File: config.mk
export PLATFORM = sky130hd
export DESIGN_NAME = pc_ctrl
export DESIGN_NICKNAME = d
export VERILOG_FILES = /design/src/rtl/pc_ctrl_pkg.sv /design/src/rtl/pc_reg.sv /design/src/rtl/pc_ctrl.sv
export SDC_FILE = /design/constraint.sdc
export NUM_CORES = 1
export LEC_CHECK = 0
export ABC_AREA = 1
export CELL_PAD_IN_SITES_DETAIL_PLACEMENT = 0
export CELL_PAD_IN_SITES_GLOBAL_PLACEMENT = 1
export CORE_ASPECT_RATIO = 0.6
export CORE_MARGIN = 2
export CORE_UTILIZATION = 23
export DETAILED_ROUTE_END_ITERATION = 12
export PLACE_DENSITY = 0.81
export SLEW_MARGIN = 20
export SYNTH_ARGS = -nofsm -noshare
export SYNTH_HDL_FRONTEND = slang
export SYNTH_SLANG_ARGS = --single-unit
File: constraint.sdc
create_clock -name clk -period 1.67 [get_ports clk]
set_input_delay 0.334 -clock clk [delete_from_list [all_inputs] [get_ports clk]]
set_output_delay 0.334 -clock clk [all_outputs]
set_load 0.01 [all_outputs]
File: src/rtl/pc_ctrl_pkg.sv
// pc_ctrl_pkg: shared constants and types for the program-counter control stage.
//   PC_W            width of the program counter
//   state_t         front-end state encoding (RUN / HALT)
//   DEF_RESET_PC    default PC loaded on reset
//   DEF_EXC_VECTOR  default exception handler entry
//   DEF_HALT_OPC    default instr[15:11] encoding of HALT
package pc_ctrl_pkg;

    localparam int PC_W = 16;

    typedef enum logic {
        RUN  = 1'b0,
        HALT = 1'b1
    } state_t;

    localparam logic [PC_W-1:0] DEF_RESET_PC   = 16'h0000;
    localparam logic [PC_W-1:0] DEF_EXC_VECTOR = 16'h0002;
    localparam logic [4:0]      DEF_HALT_OPC   = 5'b00000;

endpackage

File: src/rtl/pc_reg.sv
// pc_reg: W-bit register with synchronous active-high reset and load enable.
//   clk  in   rising-edge clock
//   rst  in   synchronous reset, loads RST_VAL
//   en   in   load enable
//   d    in   next value
//   q    out  registered value
module pc_reg #(
    parameter int           W       = 16,
    parameter logic [W-1:0] RST_VAL = '0
) (
    input  logic         clk,
    input  logic         rst,
    input  logic         en,
    input  logic [W-1:0] d,
    output logic [W-1:0] q
);

    // NOTE: sequential state uses non-blocking assignments so every flop
    // samples its inputs from the same pre-edge values.
    always_ff @(posedge clk) begin
        if (rst)
            q <= RST_VAL;
        else if (en)
            q <= d;
    end

endmodule

File: src/rtl/pc_ctrl.sv
// pc_ctrl: program-counter control stage ahead of fetch.
// Holds the architectural PC, selects the next PC (exception, return,
// redirect, stall, halt, sequential) and freezes the front end on HALT
// until reset.
// Optional feature macro: PC_EXC_EN enables exc_req/rti handling and the
// epc register; without it those inputs are ignored and epc reads 0.
// Ports:
//   clk, rst     clock and synchronous active-high reset
//   nextPC       PC+2 from fetch for the current PC
//   instr        instruction fetched at the current PC
//   stall        hold PC
//   redirect     taken branch/jump, target in redirect_pc
//   exc_req/rti  raise exception / return from exception
//   PC           current PC driven to fetch
//   fetch_valid  instruction at PC is consumed downstream this cycle
//   halted       front end frozen on HALT
//   epc          saved return PC
module pc_ctrl
    import pc_ctrl_pkg::*;
#(
    parameter logic [PC_W-1:0] RESET_PC   = DEF_RESET_PC,
    parameter logic [PC_W-1:0] EXC_VECTOR = DEF_EXC_VECTOR,
    parameter logic [4:0]      HALT_OPC   = DEF_HALT_OPC
) (
    input  logic            clk,
    input  logic            rst,
    input  logic [PC_W-1:0] nextPC,
    input  logic [PC_W-1:0] instr,
    input  logic            stall,
    input  logic            redirect,
    input  logic [PC_W-1:0] redirect_pc,
    input  logic            exc_req,
    input  logic            rti,
    output logic [PC_W-1:0] PC,
    output logic            fetch_valid,
    output logic            halted,
    output logic [PC_W-1:0] epc
);

    logic [0:0]      state_q;
    state_t          state;
    state_t          state_d;
    logic            state_en;
    logic [PC_W-1:0] pc_d;
    logic            pc_en;
    logic            is_halt;
    logic            exc_active;
    logic [10:0]     unused_instr_lo;

    assign state   = state_t'(state_q);
    assign is_halt = (instr[15:11] == HALT_OPC);
    assign unused_instr_lo = instr[10:0];

`ifdef PC_EXC_EN
    logic epc_en;

    assign exc_active = exc_req | rti;

    pc_reg #(.W(PC_W), .RST_VAL('0)) u_epc (
        .clk (clk),
        .rst (rst),
        .en  (epc_en),
        .d   (nextPC),
        .q   (epc)
    );
`else
    logic unused_exc;

    assign exc_active = 1'b0;
    assign unused_exc = exc_req ^ rti;
    assign epc        = '0;
`endif

    // NOTE: every output of this block gets a default first, so no path
    // leaves a value unassigned and no latch is inferred.
    always_comb begin
        pc_d     = PC;
        pc_en    = 1'b0;
        state_d  = state;
        state_en = 1'b0;
`ifdef PC_EXC_EN
        epc_en   = 1'b0;
`endif
        if (state == RUN) begin
`ifdef PC_EXC_EN
            if (exc_req) begin
                // exc_req beats a simultaneous rti; epc takes the fall-through PC.
                pc_d   = EXC_VECTOR;
                pc_en  = 1'b1;
                epc_en = 1'b1;
            end else if (rti) begin
                pc_d  = epc;
                pc_en = 1'b1;
            end else
`endif
            if (redirect) begin
                // A HALT on the redirected (wrong) path is deliberately ignored.
                pc_d  = redirect_pc;
                pc_en = 1'b1;
            end else if (stall) begin
                pc_en = 1'b0;
            end else if (is_halt) begin
                state_d  = HALT;
                state_en = 1'b1;
            end else begin
                pc_d  = nextPC;
                pc_en = 1'b1;
            end
        end
    end

    // Bit 0 is cleared on every load so the PC can never become odd.
    pc_reg #(.W(PC_W), .RST_VAL(RESET_PC)) u_pc (
        .clk (clk),
        .rst (rst),
        .en  (pc_en),
        .d   ({pc_d[PC_W-1:1], 1'b0}),
        .q   (PC)
    );

    pc_reg #(.W(1), .RST_VAL(1'(RUN))) u_state (
        .clk (clk),
        .rst (rst),
        .en  (state_en),
        .d   (1'(state_d)),
        .q   (state_q)
    );

    assign halted      = (state == HALT);
    assign fetch_valid = (state == RUN) & ~stall & ~redirect & ~exc_active & ~is_halt;

endmodule

==> flow_summary.ini <==
[critical_path]
reg2reg_slack_ns = 0.63
critical_path.max_stage_delay_ns = 0.49
path_class = input pin to register
required_ns = 1.81
worst-path-buf-inv = 4
critPathSlowestCell = clkdlybuf4s50_1
crit_family = buffers and inverters
cp_max_fo = 20
reg2reg_to = u_pc.q[7]$_SDFFE_PP0P_
path_cells = clkdlybuf4s50_1, inv_6, buf_4, nand4_2, nand3_4, buf_12, nand2_1, nand2_1, nor2_1
crit_end = u_pc.q[7]$_SDFFE_PP0P_
worst-path-stages = 9
cp-start-kind = input pin
crit_path_frequent_cell = nand2_1
crit_start = redirect
reg2regPathDepth = 7
crit_arrival_ns = 1.70
regToRegStartpoint = u_state.q$_SDFFE_PP0P_
end_kind = register

[yosys]
synth.avg_cell_area_sq_um = 6.224
synth_seq_area_share = 0.2653
synthTopCellsByArea = dfxtp_1 27%, nand2_1 24%, buf_4 11%, nor2_1 9.6%, nand3b_1 9.3%
ys_top_cells_by_count = 77 x nand2_1, 31 x nor2_1, 20 x inv_1
synth_top_flop_cell = dfxtp_1
synth_area_leader_cell = dfxtp_1
syn_inst = 194
synth_edf_count = 0
ys_ff_latch = 16
synth_top_area_frac = 0.2653
async_flop_share = 0
yosys.cell_types.count = 15
synth_most_common_cell = nand2_1
synth_area_sq_um = 1207
yosys_warnings = 0

[grt]
busiest_layer = met2
grt_max_degree = 21
grt_pass1_wl_um = 5023
use_met1 = 0.1357
grt_use_met2 = 0.1882
overflow = 0
first_global_vias = 1066
grt_use_total = 0.1107
antenna_found_initial = 0
use_met3 = 0.05029

[clocking]
ctsHoldBuffers = 0
path_clk_slew_ns = 0.06
htreeDepth = 1
cts_tree = yes
clk_latency_ns = 0.25
cts.sinks = 16
cts_made_buffers = 3
cts_buffer_depth = 2
cts-root-buf = clkbuf_8

[floorplanning]
coreArea_sq_um = 5055
core.rowCount = 20
io_pins = 88
die_w_um = 97.54
die-area_sq_um = 5864
chipHeight_um = 60.12
initial_utilization = 0.2389

[routing]
wl_per_cell_um = 9.872
first_pass_iters = 4
viasPerCell = 3.667
num_vias = 1177
ant_nets = 0
routed_wl_um = 3169
drt_first_iter_violations = 9
drc_errors = 0

[power]
p_leak_nw = 0.9081
ir_worst_vdd_mv = 0.2180
p_per_area_nw_per_um2 = 606.4
p_total_mw = 1.133

[flow_run]
maxCapViolCount = 0

[placement]
port_buffers = 55
dp_slack_ns = -0.2983
routabilityCongestion = 0.7454
dp_hpwl_um = 2436
placed_cells = 316

[sta]
hold_violations = 0
fin_ws_ns = 0.1078
worst_hold_slack_ns = 0.5134
fin_skew_ns = 0.002243
fin_crit_sh = 0.9354
slew_viol_final = 0
layout_min_cycle_time_ns = 1.562
setup_viol = 0
rsz0062_at_grt = no
clock.fmax_ghz = 0.6401

[finish]
fin_util = 0.3696
area.growth.synth_to_final_pct = 54.71
fin_cells = 321
antenna_cells = 0
drive_above_1_share = 0.09020
final_net_count = 310

[run_status]
status = finished clean

[worst_hold_path]
hp-class = register to register
[routing by layer]
metal  up-vias  part of all wire
met5         -                 0
met4         0                 0
met3         0             0.087
met2        40              0.44
met1       476              0.47
li1        661                 -
[how the worst min path moves through the flow]
stage,slack (ns),start,end,cells after the start
after detailed placement,0.50,u_pc.q[15]$_SDFFE_PP0P_,u_pc.q[15]$_SDFFE_PP0P_,4
after global placement,0.50,u_pc.q[3]$_SDFFE_PP0P_,u_pc.q[3]$_SDFFE_PP0P_,4
final,0.51,u_pc.q[4]$_SDFFE_PP0P_,u_pc.q[4]$_SDFFE_PP0P_,4
after global routing,0.53,u_pc.q[2]$_SDFFE_PP0P_,u_pc.q[2]$_SDFFE_PP0P_,4
after floorplan,0.40,rst,u_state.q$_SDFFE_PP0P_,1
after CTS,0.51,u_pc.q[15]$_SDFFE_PP0P_,u_pc.q[15]$_SDFFE_PP0P_,4
[flip-flops by register name (all words and copies together), names as in the netlist]
signal     flops
u_pc.q        15
u_state.q      1
[through the flow]
step	instance area (sq um)	TNS [ns]
finish	1868	0
global route	1868	0
CTS	1862	0
detailed placement	1798	-2.460
global placement	1798	-2.375
floorplan	1267	0
[what timing repair did]
action                                  CTS  global route
endpoints found under the setup margin    1             1
gates resized for setup                   7             3
hold endpoints to repair                  0             0
pin swaps                                 2             2
setup buffers                             0             1
[area by class of cell]
class | instances | area [sq um]
Fill cell | 563 | 3187
Multi-Input combinational cell | 147 | 663.1
Timing Repair Buffer | 67 | 663.1
Sequential cell | 16 | 320.3
Inverter | 21 | 83.83
Tap cell | 66 | 82.58
Clock buffer | 4 | 55.05
[logic make-up (layout without fill, tap and decap cells)]
logic type / Yosys count / after routing / share of synthesized area
simple gates: 129 / 129 / 0.4839
buf+inv: 47 / 92 / 0.2435
flops: 16 / 16 / 0.2653
other cells: 1 / 17 / 0.003106
compound gates: 1 / 1 / 0.004141
[layout by cell type, fill, tap and decap left out, drive strengths merged]
cell,n
clkdlybuf4s50,50
nand3,2
nand2,77
inv,21
clkbuf,4
nor2,33
buf,13
nand4,2
nand3b,15
conb,17
dlygate4sd2,2
dfxtp,16
a21oi,1
dlymetal6s2s,2
[report_power, final]
part	internal, mW	total [mW]	leakage [nW]	switching (mW)
clock	0.209	0.341	0.0288	0.132
combinational	0.202	0.364	0.747	0.162
sequential	0.412	0.427	0.133	0.0154
[worst min-delay path: cells and delay by family, from the launching register on]
| family | cells | cell delay [ns] |
|---|---|---|
| buffers and inverters | 1 | 0.04 |
| flip-flops | 1 | 0.31 |
| AND/OR/NAND/NOR | 3 | 0.13 |
Note: power is estimated with default switching activity, not from simulation.
